**src/rtl/ahb_pkg.sv**
```systemverilog
// Shared AHB definitions: transfer/burst encodings, arbiter state type and
// small decode helpers used by the bus arbiter.
package ahb_pkg;

    localparam logic [1:0] HTRANS_IDLE   = 2'd0;
    localparam logic [1:0] HTRANS_BUSY   = 2'd1;
    localparam logic [1:0] HTRANS_NONSEQ = 2'd2;
    localparam logic [1:0] HTRANS_SEQ    = 2'd3;

    localparam logic [2:0] HBURST_SINGLE = 3'd0;
    localparam logic [2:0] HBURST_INCR   = 3'd1;
    localparam logic [2:0] HBURST_WRAP4  = 3'd2;
    localparam logic [2:0] HBURST_INCR4  = 3'd3;
    localparam logic [2:0] HBURST_WRAP8  = 3'd4;
    localparam logic [2:0] HBURST_INCR8  = 3'd5;
    localparam logic [2:0] HBURST_WRAP16 = 3'd6;
    localparam logic [2:0] HBURST_INCR16 = 3'd7;

    typedef enum logic [1:0] {
        ARB_IDLE   = 2'd0,
        ARB_BUSY   = 2'd1,
        ARB_LOCKED = 2'd2
    } arb_state_t;

    // Beats remaining after the NONSEQ beat; undefined-length INCR counts as single.
    function automatic logic [3:0] burst_load(input logic [2:0] hburst);
        case (hburst)
            HBURST_WRAP4,  HBURST_INCR4:  return 4'd3;
            HBURST_WRAP8,  HBURST_INCR8:  return 4'd7;
            HBURST_WRAP16, HBURST_INCR16: return 4'd15;
            default:                      return 4'd0;
        endcase
    endfunction

    function automatic logic [3:0] onehot_idx(input logic [15:0] v);
        logic [3:0] idx;
        idx = 4'd0;
        for (int i = 0; i < 16; i++) begin
            if (v[i]) idx = 4'(i);
        end
        return idx;
    endfunction

endpackage

```
**src/rtl/ahb_arb_pick.sv**
```systemverilog
// Combinational rotating-priority picker: first requester at or after
// 'start' (wrapping) wins; start = 0 gives plain lowest-index priority.
module ahb_arb_pick #(
    parameter int N = 4,
    localparam int W = $clog2(N)
) (
    input  logic [N-1:0] req,
    input  logic [W-1:0] start,
    output logic [N-1:0] grant,
    output logic         valid
);

    logic [2*N-1:0] req2;
    logic [N-1:0]   rot;
    logic [N-1:0]   rot_grant;
    logic [2*N-1:0] grant2;

    // Rotate so 'start' sits at bit 0, isolate lowest set bit, rotate back.
    assign req2      = {req, req} >> start;
    assign rot       = req2[N-1:0];
    assign rot_grant = rot & (-rot);
    assign grant2    = {rot_grant, rot_grant} << start;
    assign grant     = grant2[2*N-1:N];
    assign valid     = |req;

endmodule

```
**src/rtl/ahb_arbiter.sv**
```systemverilog
// Centralised AHB arbiter with burst tracking and locked transfers.
// Define AHB_ARB_ROUND_ROBIN_EN for round-robin; default is fixed priority.
module ahb_arbiter
    import ahb_pkg::*;
#(
    parameter int NUM_MASTERS    = 4,
    parameter int DEFAULT_MASTER = 0,
    localparam int IDXW = $clog2(NUM_MASTERS)
) (
    input  logic                   hclk,
    input  logic                   hresetn,
    input  logic [NUM_MASTERS-1:0] hbusreq,
    input  logic [NUM_MASTERS-1:0] hlock,
    input  logic [1:0]             htrans,
    input  logic [2:0]             hburst,
    input  logic                   hready,
    output logic [NUM_MASTERS-1:0] hgrant,
    output logic [IDXW-1:0]        hmaster,
    output logic                   hmastlock
);

    localparam logic [IDXW-1:0]        DEF_IDX   = IDXW'(DEFAULT_MASTER);
    localparam logic [NUM_MASTERS-1:0] DEF_GRANT = NUM_MASTERS'(1) << DEFAULT_MASTER;

    arb_state_t             state_q, state_d;
    logic [NUM_MASTERS-1:0] grant_d;
    logic [3:0]             beats_left_q, beats_left_d;
    logic [IDXW-1:0]        grant_idx;
    logic                   owner_lock;
    logic                   accepted_beat;
    logic                   boundary;
    logic                   rearb_ok;
    logic [IDXW-1:0]        start;
    logic [NUM_MASTERS-1:0] win_grant;
    logic                   win_valid;
    logic                   win_lock;

    assign grant_idx     = IDXW'(onehot_idx(16'(hgrant)));
    assign owner_lock    = |(hlock & hgrant);
    assign accepted_beat = hready && (htrans == HTRANS_NONSEQ || htrans == HTRANS_SEQ);

    always_comb begin
        beats_left_d = beats_left_q;
        if (hready && htrans == HTRANS_NONSEQ)
            beats_left_d = burst_load(hburst);
        else if (hready && htrans == HTRANS_SEQ && beats_left_q != 4'd0)
            beats_left_d = beats_left_q - 4'd1;
    end

    // A locked owner releases only once it drops hlock at a burst boundary.
    assign boundary = (htrans == HTRANS_IDLE) || (accepted_beat && beats_left_d == 4'd0);
    assign rearb_ok = hready && boundary && (state_q != ARB_LOCKED || !owner_lock);

`ifdef AHB_ARB_ROUND_ROBIN_EN
    logic [IDXW-1:0] last_winner_q;

    assign start = (last_winner_q == IDXW'(NUM_MASTERS - 1)) ? '0 : last_winner_q + IDXW'(1);

    always_ff @(posedge hclk) begin
        if (!hresetn)
            last_winner_q <= DEF_IDX;
        else if (rearb_ok && win_valid)
            last_winner_q <= IDXW'(onehot_idx(16'(win_grant)));
    end
`else
    assign start = '0;
`endif

    ahb_arb_pick #(.N(NUM_MASTERS)) u_pick (
        .req   (hbusreq),
        .start (start),
        .grant (win_grant),
        .valid (win_valid)
    );

    assign win_lock = |(hlock & win_grant);

    always_comb begin
        // NOTE: defaults first so every path assigns every output and no latch is inferred.
        state_d = state_q;
        grant_d = hgrant;
        if (rearb_ok) begin
            if (win_valid) begin
                grant_d = win_grant;
                state_d = win_lock ? ARB_LOCKED : ARB_BUSY;
            end else begin
                grant_d = DEF_GRANT;
                state_d = ARB_IDLE;
            end
        end
    end

    // NOTE: sequential state uses non-blocking assignment so all flops update together.
    always_ff @(posedge hclk) begin
        if (!hresetn) begin
            state_q      <= ARB_IDLE;
            hgrant       <= DEF_GRANT;
            hmaster      <= DEF_IDX;
            hmastlock    <= 1'b0;
            beats_left_q <= 4'd0;
        end else begin
            state_q      <= state_d;
            hgrant       <= grant_d;
            beats_left_q <= beats_left_d;
            if (hready) begin
                hmaster   <= grant_idx;
                hmastlock <= owner_lock;
            end
        end
    end

endmodule
```
**config.mk**
```make
export PLATFORM = sky130hd
export DESIGN_NAME = ahb_arbiter
export DESIGN_NICKNAME = d
export VERILOG_FILES = /design/src/rtl/ahb_pkg.sv /design/src/rtl/ahb_arb_pick.sv /design/src/rtl/ahb_arbiter.sv
export SDC_FILE = /design/constraint.sdc
export NUM_CORES = 1
export LEC_CHECK = 0
export BUFFER_PORTS_ARGS = -buffer_cell sky130_fd_sc_hd__buf_4
export CORE_AREA = 2 2 44 50
export DETAILED_ROUTE_END_ITERATION = 7
export DIE_AREA = 0 0 46 52
export PLACE_DENSITY = 0.84
export REMOVE_ABC_BUFFERS = 1
export SYNTH_ARGS = -nofsm -noshare
export SYNTH_HDL_FRONTEND = slang
export SYNTH_HIERARCHICAL = 1
export SYNTH_SLANG_ARGS = --single-unit
```
**constraint.sdc**
```tcl
create_clock -name hclk -period 1.9 [get_ports hclk]
set_input_delay 0.095 -clock hclk [delete_from_list [all_inputs] [get_ports hclk]]
set_output_delay 0.095 -clock hclk [all_outputs]
set_load 0.1 [all_outputs]
```
==> metrics.md, run 1 <==
| Metric | Value |
|---|---|
| Yosys Warn Count | 6 |
| Startpoint type of the worst setup path | flop |
| Placed inst area | 0.00112 sq mm |
| Nets@finish | roughly 160 |
| Most frequent cells in the layout | 26 x buf_4, 13 x nand2_1, 13 x conb_1 |
| Clock latency on the worst-skew pair | 270 ps |
| Outcome | finished, final reports clean |
| Number of synthesized flops with an enable pin | 0 |
| Max Root-Sink Buffers | 2 |
| Most common cell after layout, fill and taps aside | buf_4 |
| Syn Inst Count | between 100 and 150 |
| Final setup TNS | 0 ps |
| Worst path slowest cell | dfxtp_2 |
| Syn avg cell area | about 8.6 sq um |
| Starting density of the core | 0.478 |
| Critical path arrival | 1940 ps |
| Synthesis-to-finish area growth | 34.3% |
| Largest stage delay, worst path | between 300 and 400 ps |
| Maximum vdd drop | 0.578 mV |
| Die Area | 0.00239 sq mm |
| Worst Clk Skew | 4.33 ps |
| Hold-fix buffers, CTS | 0 |
| Share of the synthesized area in the top cell type | 0.284 |
| Core ar. | 0.00191 sq mm |
| Final Cycle Share | 0.932 |
| Vias in the first global route | 859 |
| Maxcap violations | 0 |
| Final WL | 2010 um |
| Post-layout instance area | around 0.0012 sq mm |
| Worst slew margin | 0.610 |
| Fraction of layout cells with a size suffix above 1 | 0.336 |
| Fin crit period | between 1500 and 2000 ps |
| Clk root buf | clkbuf_4 |
| Pwr/cell area | 623 mW/mm^2 |
| Total congestion overflow | 0 |
| CTS tree | done |
| Slack of the critical path | roughly 130 ps |
| Main area contributors after synthesis | dfxtp_1 28%, mux2i_1 6.6%, nand2_1 5.3%, a21oi_1 3.8%, nor2b_1 3.4% |
| Hold crit path type | in2reg |
| Yosys reg bits | 13 |
| RSZ-0062 raised after global routing | no |
| Pre-CTS setup slack | -93.0 ps |
| Post-layout power | 0.766 mW |
| TritonRoute pass-1 iters | 4 |
| Placed cells | 156 |
| Slew at the pin with the worst max-slew slack | 578 ps |
| CP Capture Type | flop |
| TritonCTS buffer count | 3 |
| DRT iter0 DRCs | 7 |
| Pin count of the biggest net entering global routing | 15 |
| Die Wd | roughly 46 um |
| Port-buffer cells | 21 |
| Via/cell ratio | 5.35 |
| ANT nets after route | 0 |
| Seq/Total Area, Yosys | 0.284 |
| Critical path type | reg2reg |
| WP data required | a little over 2000 ps |
| Remaining DRCs | 0 |
| Ys async rst share | 0 |
| IO Pins | 23 |
| Fin cells | approximately 170 |
| Ys flop type | dfxtp_1 |
| Initial antenna violation count | 0 |
| Slew Limit Fails | 0 |
| Routed vias | 883 |
| Placer Congestion | 0.819 |
| Worst path cell trace | inv_2 -> ha_4 -> nor3b_4 -> nor4_2 -> a211oi_2 -> a41oi_4 -> buf_4 -> mux2i_1 |
| # setup viols final | 0 |
| Diodes inserted | 0 |
| DR WL/cell | 12.2 um |
| Die Height | 52 um |
| Gr usage total | 0.196 |
| Placed wire-length estimate | 1500 um |
| Leak pwr | approximately 0.53 nW |
| Yosys cell types | 44 |
| Max Clk Rate | between 0.5 and 0.6 GHz |
| Clk slew on worst S/H paths | roughly 80 ps |
| # H-tree levels | 1 |
| Mapped Area | slightly above 900 sq um |
| Global-route wire length before repair | 3440 um |
| Hold Violations, Final | 0 |
| CP max FO | 5 |
| CTS sink count | 13 |
| Row cnt | 17 |
| Largest area contributor in the netlist | dfxtp_1 |
[kinds of logic after synthesis]
group	count (synthesis)	synth area share
flip-flops	13	0.284
multiplexers	6	0.0656
AND/OR/NAND/NOR	41	0.247
buffers and inverters	10	0.0574
other	1	0.00409
AO/OA/AOI/OAI	34	0.328
adder cells (fa/ha/maj)	1	0.0137
[Yosys cell counts (2+ instances only)]
library cell  count
a22oi_2           2
a21oi_1           7
dfxtp_1          13
nor2b_1           5
nand2b_1          2
o21ai_0           5
mux2i_1           6
a22oi_1           2
nand2_1          13
o22ai_1           2
buf_6             2
inv_1             6
nand3_1           2
nor2_1            5
a2bb2oi_2         2
o21a_1            2
and3_1            2
and2_1            2
[where the power goes]
group	total [mW]	internal, mW	switching (mW)
clock	0.166	0.0812	0.0849
combinational	0.295	0.126	0.169
sequential	0.305	0.290	0.0150
[path summary, 6_finish.rpt]
path | startpoint | end | slack, ps | cells past startpoint
worst min-delay path | hready | hmaster[0]$_SDFFE_PN0P_ | 60 | 2
worst min register to register | state_q[1]$_SDFFE_PN0P_ | state_q[1]$_SDFFE_PN0P_ | 470 | 2
worst max-delay path | beats_left_q[1]$_SDFF_PN0_ | hgrant[3]$_SDFFE_PN0P_ | 130 | 8
worst max register to register | beats_left_q[1]$_SDFF_PN0_ | hgrant[3]$_SDFFE_PN0P_ | 130 | 8
[repair_timing]
| action | 4_1_cts | 5_1_grt |
|---|---|---|
| gates resized for setup | 1 | 9 |
| endpoints found under the setup margin | 6 | 6 |
| pin swaps | 2 | 3 |
| setup buffers | 4 | 1 |
[metrics by stage]
step,util,hold WS [ps]
2_1_floorplan,-,184
3_3_place_gp,0.587,349
3_5_place_dp,0.587,354
4_1_cts,0.617,64.0
5_1_grt,0.642,76.6
6_report,0.642,64.9
[metal layers]
layer	track usage	wire, um	up-vias	share of wire
met2	0.373	1110	18	0.55
met4	0.0571	9	0	0.0045
met1	0.219	836	411	0.42
li1	-	-	452	-
met3	0.0208	54	2	0.027
met5	0	0	-	0
[area by class of cell]
type                    count  area [sq um]
fillers                   164           684
flip-flops and latches     13           262
repair buffers             27           206
clock buffers               4          26.3
multi-input cells          95           686
well taps                  19          23.8
inverters                   7          26.3
[worst max-delay path: cells and delay by family (launching register included)]
kind                     cells  cell delay, ps
flip-flops                   1             340
buffers and inverters        2             260
adder cells (fa/ha/maj)      1             150
multiplexers                 1             110
AND/OR/NAND/NOR              2             340
AO/OA/AOI/OAI                2             480
[sequential cells by signal, summed over array words and instances, names as in the netlist]
signal	cells
state_q	2
hmaster	2
beats_left_q	4
hmastlock	1
hgrant	4
Power figures use the tool's default switching activity.
==> run 2: changes to the inputs <==
- CTS_BUF_LIST: not set -> sky130_fd_sc_hd__clkbuf_8 sky130_fd_sc_hd__clkbuf_16
==> metrics.md, run 2 (synthesized netlist as in run 1, its figures left out) <==
| Metric | Value |
|---|---|
| WP data required | 2030 ps (was 2070 ps) |
| Remaining DRCs | 0 (unchanged) |
| Slew at the pin with the worst max-slew slack | 552 ps (was 578 ps) |
| Number of fill cells | 155 (was 164) |
| R2R Path End | state_q[0]$_SDFFE_PN0P_ (was hgrant[3]$_SDFFE_PN0P_) |
| Placed wire-length estimate | 1500 um (unchanged) |
| Pin count of the biggest net entering global routing | 15 (unchanged) |
| Gr usage total | 0.201 (was 0.196) |
| Post-layout instance area | 0.00125 sq mm (was 0.00123 sq mm) |
| Worst slew margin | 0.627 (was 0.610) |
| Die Height | 52 um (unchanged) |
| Critical path arrival | 1950 ps (was 1940 ps) |
| # H-tree levels | 1 (unchanged) |
| Die Wd | 46 um (unchanged) |
| Nets@finish | 163 (was 164) |
| Final Cycle Share | 0.959 (was 0.932) |
| Fraction of layout cells with a size suffix above 1 | 0.324 (was 0.336) |
| Leak pwr | 0.540 nW (was 0.534 nW) |
| Maximum vdd drop | 0.623 mV (was 0.578 mV) |
| Critical Path Start | beats_left_q[1]$_SDFF_PN0_ (unchanged) |
| Post-layout power | 0.841 mW (was 0.766 mW) |
| Fin crit period | 1820 ps (was 1770 ps) |
| TritonCTS buffer count | 3 (unchanged) |
| TritonRoute pass-1 iters | 4 (unchanged) |
| CP max FO | 5 (unchanged) |
| ANT nets after route | 0 (unchanged) |
| Via/cell ratio | 5.31 (was 5.35) |
| Hold crit path type | in2reg (unchanged) |
| Slack of the critical path | 78.2 ps (was 129 ps) |
| Final WL | 2110 um (was 2010 um) |
| R2R Setup Slk | 80 ps (was 130 ps) |
| Total congestion overflow | 0 (unchanged) |
| Clk root buf | clkbuf_8 (was clkbuf_4) |
| Worst setup endpoint | state_q[0]$_SDFFE_PN0P_ (was hgrant[3]$_SDFFE_PN0P_) |
| Outcome | finished, final reports clean (unchanged) |
| CTS sink count | 13 (unchanged) |
| Placed cells | 156 (unchanged) |
| Hold-fix buffers, CTS | 0 (unchanged) |
| Routed vias | 871 (was 883) |
| Post-layout util | 0.654 (was 0.642) |
| Starting density of the core | 0.478 (unchanged) |
| Pre-CTS setup slack | -93.0 ps (unchanged) |
| Most common cell after layout, fill and taps aside | buf_4 (unchanged) |
| WHS | 110 ps (was 64.9 ps) |
| Most frequent cells in the layout | 25 x buf_4, 13 x nand2_1, 13 x conb_1 (was 26 x buf_4, 13 x nand2_1, 13 x conb_1) |
| Worst R2R Path Depth | 8 (unchanged) |
| Die Area | 0.00239 sq mm (unchanged) |
| DRT iter0 DRCs | 16 (was 7) |
| Core ar. | 0.00191 sq mm (unchanged) |
| Initial antenna violation count | 0 (unchanged) |
| Clock latency on the worst-skew pair | 240 ps (was 270 ps) |
| IO Pins | 23 (unchanged) |
| Placed inst area | 0.00112 sq mm (unchanged) |
| RSZ-0062 raised after global routing | yes (was no) |
| Synthesis-to-finish area growth | 36.7% (was 34.3%) |
| Worst Clk Skew | 1.51 ps (was 4.33 ps) |
| Diodes inserted | 0 (unchanged) |
| Row cnt | 17 (unchanged) |
| Maxcap violations | 0 (unchanged) |
| Vias in the first global route | 881 (was 859) |
| Slew Limit Fails | 0 (unchanged) |
| Fin cells | 164 (was 165) |
| Max Root-Sink Buffers | 2 (unchanged) |
| Worst r2r src | beats_left_q[1]$_SDFF_PN0_ (unchanged) |
| # setup viols final | 0 (unchanged) |
| Hold Violations, Final | 0 (unchanged) |
| CP Capture Type | flop (unchanged) |
| Global-route wire length before repair | 3480 um (was 3440 um) |
| Clk slew on worst S/H paths | 50 ps (was 80 ps) |
| Final setup TNS | 0 ps (unchanged) |
| Largest registers | beats_left_q x4, hgrant x4 (unchanged) |
| DR WL/cell | 12.8 um (was 12.2 um) |
| Pwr/cell area | 671 mW/mm^2 (was 623 mW/mm^2) |
| Critical path type | reg2reg (unchanged) |
| Hold path depth | 2 (unchanged) |
| Placer Congestion | 0.819 (unchanged) |
| Port-buffer cells | 21 (unchanged) |
| Max Clk Rate | 0.549 GHz (was 0.565 GHz) |
| Startpoint type of the worst setup path | flop (unchanged) |
| CTS tree | done (unchanged) |
-- run 2: worst max-delay path, cell delays in order, from the launching register on --
cell and delay, ps:
dfxtp_2 370, inv_1 80, ha_4 180, nor3b_4 160, and3_1 230, a211oi_4 240
a41oi_4 150, buf_6 160, mux2i_2 140
-- run 2: area by class of cell --
class,count,area [sq um],area share
timing repair buffer,26,199,0.159
sequential,13,262,0.209
clock buffer,3,41.3,0.0330
tap,19,23.8,0.0190
clock inverter,1,3.75,0.00300
inverter,7,26.3,0.0210
multi-input combinational,95,697,0.556
-- run 2: worst min-delay path by stage --
| stage | slack [ps] | startpoint | to |
|---|---|---|---|
| final | 110 | hready | hmaster[0]$_SDFFE_PN0P_ |
| after global routing | 120 | hready | hmaster[0]$_SDFFE_PN0P_ |
| after CTS | 100 | hready | hmaster[0]$_SDFFE_PN0P_ |
| after detailed placement | 350 | hready | hmaster[0]$_SDFFE_PN0P_ |
| after global placement | 350 | hready | hmaster[1]$_SDFFE_PN0P_ |
| after floorplan | 180 | hready | hmaster[0]$_SDFFE_PN0P_ |
-- run 2: report_power, final --
part / leakage (nW) / switching (mW) / internal [mW]
sequential: 0.107 / 0.0159 / 0.291
combinational: 0.406 / 0.171 / 0.126
clock: 0.0269 / 0.0940 / 0.142
-- run 2: repair_timing --
| action | CTS | global route |
|---|---|---|
| gates cloned | 0 | 0 |
| pin swaps | 2 | 1 |
| buffers inserted | 3 | 1 |
| setup endpoints to repair | 6 | 6 |
| gates resized for setup | 2 | 8 |
-- run 2: metal layers --
| metal | part of all wire | track usage | vias up |
|---|---|---|---|
| met5 | 0 | 0 | - |
| li1 | - | - | 446 |
| met4 | 0.013 | 0.100 | 0 |
| met3 | 0.031 | 0.0313 | 4 |
| met2 | 0.54 | 0.356 | 20 |
| met1 | 0.41 | 0.222 | 401 |
==> run 3: changes to the inputs <==
- CORE_AREA: 2 2 44 50 -> 2 2 52 59
- DIE_AREA: 0 0 46 52 -> 0 0 54 61
- PLACE_DENSITY: 0.84 -> 0.65
==> metrics.md, run 3 (synthesized netlist as in run 1, its figures left out) <==
| Metric | Value |
|---|---|
| Outcome | finished, final reports clean (unchanged) |
| Placed wire-length estimate | 1710 um (was 1500 um) |
| Part of the power in registers | 0.375 (was 0.365) |
| Critical path type | reg2reg (unchanged) |
| Placed inst area | 0.00116 sq mm (was 0.00112 sq mm) |
| Clk slew on worst S/H paths | 50 ps (about the same) |
| Global-route wire length before repair | 3280 um (was 3480 um) |
| Slew Limit Fails | 0 (unchanged) |
| DRT iter0 DRCs | 7 (was 16) |
| Post-CTS setup buffer count | 0 (was 3) |
| Number of fill cells | 284 (was 155) |
| Core ar. | 0.00270 sq mm (was 0.00191 sq mm) |
| Fin crit period | 1800 ps (was 1820 ps) |
| Leak pwr | 0.532 nW (was 0.540 nW) |
| DR WL/cell | 12.0 um (was 12.8 um) |
| Synthesis-to-finish area growth | 35.4% (was 36.7%) |
| ANT nets after route | 0 (unchanged) |
| Most frequent cells in the layout | 24 x buf_4, 13 x nand2_1, 13 x conb_1 (was 25 x buf_4, 13 x nand2_1, 13 x conb_1) |
| NetSw | 0.274 mW (was 0.281 mW) |
| # setup viols final | 0 (unchanged) |
| Total congestion overflow | 0 (unchanged) |
| Starting density of the core | 0.339 (was 0.478) |
| WP data required | 2060 ps (was 2030 ps) |
| Post-layout instance area | 0.00124 sq mm (was 0.00125 sq mm) |
| CP max FO | 6 (was 5) |
| Worst path slowest cell | a41oi_4 (was dfxtp_2) |
| TritonRoute pass-1 iters | 4 (unchanged) |
| Port-buffer cells | 21 (unchanged) |
| Die Height | 61 um (was 52 um) |
| Pwr/cell area | 661 mW/mm^2 (was 671 mW/mm^2) |
| Die Area | 0.00329 sq mm (was 0.00239 sq mm) |
| Fin cells | 176 (was 164) |
| TritonCTS buffer count | 3 (unchanged) |
| Remaining DRCs | 0 (unchanged) |
| Post-layout power | 0.819 mW (was 0.841 mW) |
| Die Wd | 54 um (was 46 um) |
| Row cnt | 20 (was 17) |
| Most common cell after layout, fill and taps aside | buf_4 (unchanged) |
| Nets@finish | 161 (was 163) |
| Placed cells | 172 (was 156) |
| Max Clk Rate | 0.554 GHz (was 0.549 GHz) |
| Gr usage total | 0.136 (was 0.201) |
| Hold Violations, Final | 0 (unchanged) |
| CP Capture Type | flop (unchanged) |
| Logic pwr share | 0.341 (was 0.353) |
| Largest registers | beats_left_q x4, hgrant x4 (unchanged) |
| Fraction of layout cells with a size suffix above 1 | 0.322 (was 0.324) |
| Critical path arrival | 1970 ps (was 1950 ps) |
| Clock latency on the worst-skew pair | 230 ps (was 240 ps) |
| Hold crit path type | in2reg (unchanged) |
| Initial antenna violation count | 0 (unchanged) |
| Worst Clk Skew | 0.484 ps (was 1.51 ps) |
| Max Root-Sink Buffers | 2 (unchanged) |
| Pin count of the biggest net entering global routing | 15 (unchanged) |
| # H-tree levels | 1 (unchanged) |
| Vias in the first global route | 803 (was 881) |
| Startpoint type of the worst setup path | flop (unchanged) |
| Worst path cell trace | inv_2 -> ha_4 -> nor3b_4 -> a2bb2oi_2 -> o22ai_2 -> a41oi_4 -> mux2i_1 (was inv_1 -> ha_4 -> nor3b_4 -> and3_1 -> a211oi_4 -> a41oi_4 -> buf_6 -> mux2i_2) |
| Final WL | 2120 um (was 2110 um) |
| Placer Congestion | 0.783 (was 0.819) |
| Maximum vdd drop | 0.357 mV (was 0.623 mV) |
| CTS tree | done (unchanged) |
| IO Pins | 23 (unchanged) |
| Switch share | 0.334 (about the same) |
| Clk root buf | clkbuf_8 (unchanged) |
| Final Cycle Share | 0.950 (was 0.959) |
| Hold-fix buffers, CTS | 0 (unchanged) |
| Largest stage delay, worst path | 380 ps (was 370 ps) |
| Via/cell ratio | 5.00 (was 5.31) |
| Share of power burned in the clock network | 0.284 (was 0.281) |
| P_int | 0.546 mW (was 0.560 mW) |
| WHS | 104 ps (was 110 ps) |
| Maxcap violations | 0 (unchanged) |
| Diodes inserted | 0 (unchanged) |
| Routed vias | 880 (was 871) |
| CTS sink count | 13 (unchanged) |
run 3: power groups by stage:
| stage | Clock (mW) | Sequential (mW) | Combinational [mW] |
|---|---|---|---|
| CTS | 0.241 | 0.306 | 0.266 |
| finish | 0.233 | 0.307 | 0.280 |
| floorplan | 0 | 0.373 | 0.118 |
| global route | 0.257 | 0.309 | 0.299 |
| global placement | 0 | 0.310 | 0.255 |
| detailed placement | 0 | 0.311 | 0.261 |
run 3: final cells by class:
| type | count | area, sq um | area share |
|---|---|---|---|
| Clock buffer | 3 | 41.3 | 0.0333 |
| Clock inverter | 1 | 3.75 | 0.00303 |
| Inverter | 7 | 26.3 | 0.0212 |
| Multi-Input combinational cell | 95 | 686 | 0.553 |
| Sequential cell | 13 | 262 | 0.211 |
| Tap cell | 33 | 41.3 | 0.0333 |
| Timing Repair Buffer | 24 | 180 | 0.145 |
run 3: per-layer routing:
| layer | up-vias | GRT usage | share of wire | wire length [um] |
|---|---|---|---|---|
| li1 | 444 | - | - | - |
| met1 | 414 | 0.140 | 0.40 | 851 |
| met2 | 20 | 0.260 | 0.54 | 1150 |
| met3 | 2 | 0.0320 | 0.051 | 107 |
| met4 | 0 | 0.0536 | 0.0047 | 10 |
| met5 | - | 0 | 0 | 0 |
run 3: critical path, delay by kind of cell, from the launching register on:
| kind | cells | cell delay, ps |
|---|---|---|
| fa+ha+maj | 1 | 150 |
| buf+inv | 1 | 60 |
| simple gates | 1 | 290 |
| mux | 1 | 230 |
| flops | 1 | 340 |
| compound gates | 3 | 670 |
run 3: metrics by stage:
| stage | setup TNS (ps) | util | setup slack [ps] |
|---|---|---|---|
| 2_1_floorplan | -1570 | - | -262 |
| 3_3_place_gp | 0 | 0.428 | 64.5 |
| 3_5_place_dp | -468 | 0.428 | -93.6 |
| 4_1_cts | 0 | 0.448 | 11.0 |
| 5_1_grt | -4.76 | 0.459 | -4.76 |
| 6_report | 0 | 0.459 | 95.1 |
run 3: what timing repair did:
action | CTS | global route
pin swaps | 1 | 3
endpoints found under the setup margin | 6 | 6
gates resized for setup | 2 | 7
run 3: worst paths after layout:
check,depth (start not counted),slack [ps],startpoint,end
worst min-delay path,2,100,hready,hmaster[0]$_SDFFE_PN0P_
worst min register to register,2,460,state_q[0]$_SDFFE_PN0P_,state_q[0]$_SDFFE_PN0P_
worst max-delay path,7,100,beats_left_q[1]$_SDFF_PN0_,hgrant[1]$_SDFFE_PN0P_
worst max register to register,7,100,beats_left_q[1]$_SDFF_PN0_,hgrant[1]$_SDFFE_PN0P_
